**config.mk**
```make
export PLATFORM = sky130hd
export DESIGN_NAME = ram_loader
export DESIGN_NICKNAME = d
export VERILOG_FILES = /design/src/rtl/ram_loader_pkg.sv /design/src/rtl/ram_loader_byte_pair_assembler.sv /design/src/rtl/ram_loader.sv
export SDC_FILE = /design/constraint.sdc
export NUM_CORES = 1
export LEC_CHECK = 0
export CORE_MARGIN = 5
export CORE_UTILIZATION = 52
export CTS_CLUSTER_DIAMETER = 60
export CTS_CLUSTER_SIZE = 8
export DETAILED_ROUTE_END_ITERATION = 6
export PLACE_DENSITY = 0.79
export SLEW_MARGIN = 20
export SYNTH_ARGS = -nofsm -noshare
export SYNTH_HDL_FRONTEND = slang
export SYNTH_SLANG_ARGS = --single-unit
export TNS_END_PERCENT = 30
```
**constraint.sdc**
```tcl
create_clock -name clk -period 2.3 [get_ports clk]
set_input_delay 0.575 -clock clk [delete_from_list [all_inputs] [get_ports clk]]
set_output_delay 0.575 -clock clk [all_outputs]
set_load 0.005 [all_outputs]
```
**src/rtl/ram_loader_pkg.sv**
```systemverilog
// Shared types and constants for the boot-time RAM loader.
// The optional trailing checksum byte is enabled by RAM_LOADER_CHECKSUM_EN.
package ram_loader_pkg;

  localparam int WORD_W = 16;
  localparam int BYTE_W = 8;

  localparam logic [WORD_W-1:0] DEF_START_ADDR = 16'h0000;
  localparam int unsigned       DEF_DEPTH      = 2048;

  typedef enum logic [2:0] {
    IDLE    = 3'd0,
    LEN_HI  = 3'd1,
    LEN_LO  = 3'd2,
    DATA_HI = 3'd3,
    DATA_LO = 3'd4,
    WRITE   = 3'd5,
    CHK     = 3'd6,
    FIN     = 3'd7
  } state_t;

  // States in which the loader consumes a UART byte.
  function automatic logic takes_byte(input state_t st);
    case (st)
      LEN_HI, LEN_LO, DATA_HI, DATA_LO, CHK: takes_byte = 1'b1;
      default:                               takes_byte = 1'b0;
    endcase
  endfunction

endpackage

```
**src/rtl/ram_loader_byte_pair_assembler.sv**
```systemverilog
// Builds a big-endian 16-bit word from two accepted bytes (high byte first)
// and flags the cycle in which the low byte completes the word.
module ram_loader_byte_pair_assembler
  import ram_loader_pkg::*;
(
  input  logic              clk,
  input  logic              reset,
  input  logic              byte_valid,
  input  logic              take_hi,
  input  logic              take_lo,
  input  logic [BYTE_W-1:0] data_byte,
  output logic [WORD_W-1:0] word,
  output logic              word_ready
);

  logic [WORD_W-1:0] word_r;

  assign word_ready = byte_valid && take_lo;
  assign word       = word_r;

  // Word register: high byte lands first, low byte completes it.
  always_ff @(posedge clk) begin
    if (reset) begin
      word_r <= 16'h0000;
    end else if (byte_valid && take_hi) begin
      word_r[15:8] <= data_byte;
    end else if (word_ready) begin
      word_r[7:0] <= data_byte;
    end else begin
      word_r <= word_r;
    end
  end

endmodule

```
**src/rtl/ram_loader.sv**
```systemverilog
// Boot loader: length-prefixed big-endian byte stream -> sequential RAM word writes.
// Define RAM_LOADER_CHECKSUM_EN to require a trailing 8-bit sum byte and expose chk_err.
module ram_loader
  import ram_loader_pkg::*;
#(
  parameter logic [15:0] START_ADDR = DEF_START_ADDR,
  parameter int unsigned DEPTH      = DEF_DEPTH
) (
  input  logic              clk,
  input  logic              reset,
  input  logic              start,
  input  logic              rx_valid,
  input  logic [BYTE_W-1:0] rx_data,
  output logic              rx_ready,
  output logic [WORD_W-1:0] address,
  output logic [WORD_W-1:0] wr_data,
  output logic              load,
  output logic              busy,
  output logic              done,
  output logic              overflow,
  output logic [WORD_W-1:0] word_count
`ifdef RAM_LOADER_CHECKSUM_EN
  ,
  output logic              chk_err
`endif
);

  localparam logic [16:0] DEPTH_L = 17'(DEPTH);
`ifdef RAM_LOADER_CHECKSUM_EN
  localparam state_t END_ST = CHK;
`else
  localparam state_t END_ST = FIN;
`endif

  state_t            state_r, state_s;
  logic              rx_ready_r, load_r, busy_r, done_r, overflow_r;
  logic [WORD_W-1:0] address_r, word_count_r, len_r;
  logic [WORD_W-1:0] offset_s, cnt_inc_s;
  logic              accept_s, in_range_s, take_hi_s, take_lo_s, word_ready_s;

  assign accept_s   = rx_valid && rx_ready_r;
  assign take_hi_s  = (state_r == DATA_HI);
  assign take_lo_s  = (state_r == DATA_LO);
  assign offset_s   = address_r - START_ADDR;
  // Window test is done in 17 bits so DEPTH up to 65536 still works.
  assign in_range_s = ({1'b0, offset_s} < DEPTH_L);
  assign cnt_inc_s  = word_count_r + 16'd1;

  ram_loader_byte_pair_assembler u_asm (
    .clk        (clk),
    .reset      (reset),
    .byte_valid (accept_s),
    .take_hi    (take_hi_s),
    .take_lo    (take_lo_s),
    .data_byte  (rx_data),
    .word       (wr_data),
    .word_ready (word_ready_s)
  );

  // State register.
  always_ff @(posedge clk) begin
    if (reset) begin
      state_r <= IDLE;
    end else begin
      state_r <= state_s;
    end
  end

  // Next-state logic.
  always_comb begin
    state_s = state_r;
    case (state_r)
      IDLE:    if (start) state_s = LEN_HI; else state_s = IDLE;
      LEN_HI:  if (accept_s) state_s = LEN_LO; else state_s = LEN_HI;
      LEN_LO: begin
        if (accept_s) begin
          if ({len_r[15:8], rx_data} == 16'h0000) state_s = END_ST;
          else                                    state_s = DATA_HI;
        end else begin
          state_s = LEN_LO;
        end
      end
      DATA_HI: if (accept_s) state_s = DATA_LO; else state_s = DATA_HI;
      DATA_LO: if (word_ready_s) state_s = WRITE; else state_s = DATA_LO;
      WRITE:   if (cnt_inc_s == len_r) state_s = END_ST; else state_s = DATA_HI;
`ifdef RAM_LOADER_CHECKSUM_EN
      CHK:     if (accept_s) state_s = FIN; else state_s = CHK;
`else
      CHK:     state_s = IDLE;
`endif
      FIN:     state_s = IDLE;
      default: state_s = IDLE;
    endcase
  end

  // Datapath and registered outputs; address saturates once the window is full.
  always_ff @(posedge clk) begin
    if (reset) begin
      rx_ready_r   <= 1'b0;
      load_r       <= 1'b0;
      busy_r       <= 1'b0;
      done_r       <= 1'b0;
      overflow_r   <= 1'b0;
      address_r    <= START_ADDR;
      word_count_r <= 16'h0000;
      len_r        <= 16'h0000;
    end else begin
      rx_ready_r <= takes_byte(state_s);
      load_r     <= (state_s == WRITE) && in_range_s;
      if (state_r == IDLE && start) begin
        busy_r       <= 1'b1;
        done_r       <= 1'b0;
        overflow_r   <= 1'b0;
        address_r    <= START_ADDR;
        word_count_r <= 16'h0000;
        len_r        <= 16'h0000;
      end else begin
        if (accept_s && state_r == LEN_HI) len_r[15:8] <= rx_data;
        if (accept_s && state_r == LEN_LO) len_r[7:0]  <= rx_data;
        if (state_s == WRITE && !in_range_s) overflow_r <= 1'b1;
        if (state_r == WRITE) begin
          word_count_r <= cnt_inc_s;
          if (in_range_s) address_r <= address_r + 16'd1;
        end
        if (state_r == FIN) begin
          busy_r <= 1'b0;
          done_r <= 1'b1;
        end
      end
    end
  end

`ifdef RAM_LOADER_CHECKSUM_EN
  logic [BYTE_W-1:0] sum_r;
  logic              chk_ok_r, chk_err_r;

  // Running byte sum over LEN and data bytes, verdict latched in FIN.
  always_ff @(posedge clk) begin
    if (reset) begin
      sum_r     <= 8'h00;
      chk_ok_r  <= 1'b0;
      chk_err_r <= 1'b0;
    end else if (state_r == IDLE && start) begin
      sum_r     <= 8'h00;
      chk_ok_r  <= 1'b0;
      chk_err_r <= 1'b0;
    end else begin
      if (accept_s && state_r != CHK) sum_r <= sum_r + rx_data;
      if (accept_s && state_r == CHK) chk_ok_r <= (rx_data == sum_r);
      if (state_r == FIN) chk_err_r <= !chk_ok_r;
    end
  end

  assign chk_err = chk_err_r;
`endif

  assign rx_ready   = rx_ready_r;
  assign address    = address_r;
  assign load       = load_r;
  assign busy       = busy_r;
  assign done       = done_r;
  assign overflow   = overflow_r;
  assign word_count = word_count_r;

endmodule

```
==> results.sh, run 1 <==
export IMPL_outcome="finished clean"
export IMPL_final_nets=504
export IMPL_clockRootBuffer="clkbuf_8"
export IMPL_io_buffers=64
export IMPL_crit_required_ps=2540
export IMPL_yosys_cell_types_count=55
export IMPL_yosysWarningCount=0
export IMPL_hpwl_mm=6.35
export IMPL_clock_sinks=72
export IMPL_final_cell_mix="dfxtp_1, clkdlybuf4s50_1, nor2_1"
export IMPL_crit_chain="nand3_4 -> o31ai_1 -> or4b_1 -> a211oi_2 -> nand4_2 -> and4b_1"
export IMPL_vias=3238
export IMPL_max_vdd_ir_drop_uv=373
export IMPL_tightestPinTransition_ps=471
export IMPL_p_per_area_nw_per_um2=571
export IMPL_seq_area_frac_synth=0.410
export IMPL_cp_end_kind="flop"
export IMPL_dr_max_layer_used="met4"
export IMPL_period_share=0.942
export IMPL_hold_ws_ps=480
export IMPL_coreArea_sq_um=6680
export IMPL_timing_setup_tns_ps=0
export IMPL_wl_met1_mm=4.07
export IMPL_synthToLayoutAreaGrowth_pct=32.4
export IMPL_wl_per_cell_um=15.5
export IMPL_async_flop_share=0
export IMPL_drc=0
export IMPL_final_setup_worst_slack_ps=134
export IMPL_vias_per_cell=5.63
export IMPL_drt_first_pass_iters=5
export IMPL_die_width_um=92.2
export IMPL_chipHeight_um=92.2
export IMPL_met2WireLength_mm=4.12
export IMPL_max_clock_freq_mhz=462
export IMPL_grt_pass1_vias=3186
export IMPL_synth_cell_area_sq_um=3510
export IMPL_p_leak_uw=0.00182
export IMPL_cts_made_buffers=9
export IMPL_slew_headroom=0.678
export IMPL_antenna_found_initial=0
export IMPL_grt_pass1_wl_mm=15.0
export IMPL_maxCapViolations=0
export IMPL_hold_path_class="reg -> reg"
export IMPL_clkTransAtPathRegs_ps=80
export IMPL_critical_path_arrival_ps=2400
export IMPL_drive_gt1_frac=0.133
export IMPL_rsz0062_at_grt="no"
export IMPL_pin_count=65
export IMPL_layout_commonest_cell="dfxtp_1"
export IMPL_clockBufferDepth=2
export IMPL_syn_inst=408
export IMPL_fin_area_sq_um=4650
export IMPL_gp_congestion=0.896
export IMPL_insertion_delay_ps=340
export IMPL_fin_skew_ps=8.73
export IMPL_htreeDepth=3
export IMPL_synth_edf_count=0
export IMPL_rows=30
export IMPL_synth_ff_type="dfxtp_1"
export IMPL_crit_path_max_fanout=7
export IMPL_cp_start_kind="flop"
export IMPL_cts_tree="done"
export IMPL_die_area_sq_um=8500
export IMPL_start_util=0.526
export IMPL_place_ws_ps=42.2
export IMPL_dpl_instance_area_sq_um=4390
export IMPL_rrSetupSlack_ps=130
export IMPL_routed_wl_mm=8.93
export IMPL_setup_violations=0
export IMPL_antenna_cells=0
export IMPL_syn_avg_cell_area_sq_um=8.61
export IMPL_crit_type="reg -> reg"
export IMPL_post_cts_buffers=0
export IMPL_hold_viol_final=0
export IMPL_gr_total_overflow=0
export IMPL_slowest_delay_ps=500
export IMPL_ys_ff_latch=72
export IMPL_grt_max_degree=46
export IMPL_syn_nets=422
export IMPL_drtAntennaViolNets=0
export IMPL_slew_violations=0
export IMPL_grt_total_usage=0.218
export IMPL_wl_met3_um=537
export IMPL_post_route_min_period_ps=2170
export IMPL_drt_iter0_drc=203
export IMPL_slowest_stage="dfxtp_1"
export IMPL_finish_utilization=0.696
==> through the flow <==
stage                     total power, uW  cells
after detailed placement             1450    559
after CTS                            2670    575
final                                2650    575
after global routing                 2730    575
after global placement               1440    559
after floorplan                      1370    408
==> logic make-up (layout without fill, tap and decap cells) <==
kind of cell,Yosys count,after routing,share of synthesized area
compound gates,73,73,0.126
xor+xnor,39,39,0.0994
fa+ha+maj,2,2,0.00712
buf+inv,30,117,0.0381
flops,72,72,0.410
mux,19,19,0.0541
simple gates,173,173,0.265
==> registers in the layout, summed over array words and instances (netlist names) <==
register and count:
busy 1, len_r 16, rx_ready 1, address 16, word_count 16, state_r 3
load 1, done 1, u_asm.word 16, overflow 1
==> cell usage after synthesis, drive strengths merged (4+ instances only) <==
cell type / count / share of area
nand4: 8 / 0.024
nor3: 10 / 0.017
xnor2: 18 / 0.045
inv: 6 / 0.0064
xor2: 21 / 0.055
o21ai: 19 / 0.027
dfxtp: 72 / 0.41
and4: 4 / 0.010
and2: 6 / 0.011
nand3: 19 / 0.033
clkbuf: 15 / 0.016
nand2: 36 / 0.038
and3: 7 / 0.012
buf: 9 / 0.016
nor2: 55 / 0.059
mux2i: 19 / 0.054
a21oi: 31 / 0.044
nor4: 9 / 0.020
a211oi: 4 / 0.011
a31oi: 6 / 0.011
or3: 4 / 0.0071
nor2b: 4 / 0.0071
==> routing by layer <==
layer,global-route usage,vias up
met3,0.0459,21
met2,0.344,114
li1,-,1598
met4,0.100,0
met1,0.284,1505
met5,0,-
==> where the power goes <==
part / leakage (uW) / switching (uW) / internal (uW)
Combinational: 0.00112 / 89.9 / 67.1
Sequential: 0.000582 / 7.27 / 1250
Clock: 0.000124 / 482 / 751
Total: 0.00182 / 580 / 2070
==> critical path: cells and delay by family, from the launching register on <==
kind            cells  cell delay, ps
flops               1             500
simple gates        4            1100
compound gates      2             460
==> final timing paths <==
kind                              start                     to  cells after the start
max          word_count[6]$_SDFFE_PP0N_    rx_ready$_SDFF_PP0_                      6
max reg2reg  word_count[6]$_SDFFE_PP0N_    rx_ready$_SDFF_PP0_                      6
min               overflow$_SDFFE_PP0P_  overflow$_SDFFE_PP0P_                      2
min reg2reg       overflow$_SDFFE_PP0P_  overflow$_SDFFE_PP0P_                      2
==> final cells by class <==
type	count	area, sq um
timing repair buffer	95	886
inverter	6	22.5
multi-input combinational	306	1950
sequential	72	1450
tap	80	100
clock inverter	5	104
fill	525	2030
clock buffer	11	141
==> what timing repair did <==
action                                  CTS  global route
hold buffers                              0             0
endpoints found under the setup margin    0             4
endpoints found under the hold margin     0             0
gates resized for setup                   0             6
No activity file was read; power rests on OpenSTA's default activity.
==> run 2: changes to the inputs <==
--- a/config.mk
+++ b/config.mk
@@ -15,4 +15,4 @@
 export SYNTH_ARGS = -nofsm -noshare
 export SYNTH_HDL_FRONTEND = slang
 export SYNTH_SLANG_ARGS = --single-unit
-export TNS_END_PERCENT = 30
+export TNS_END_PERCENT = 20
==> results of run 2 <==
Final layout, timing and power as in run 1 (identical DEF).
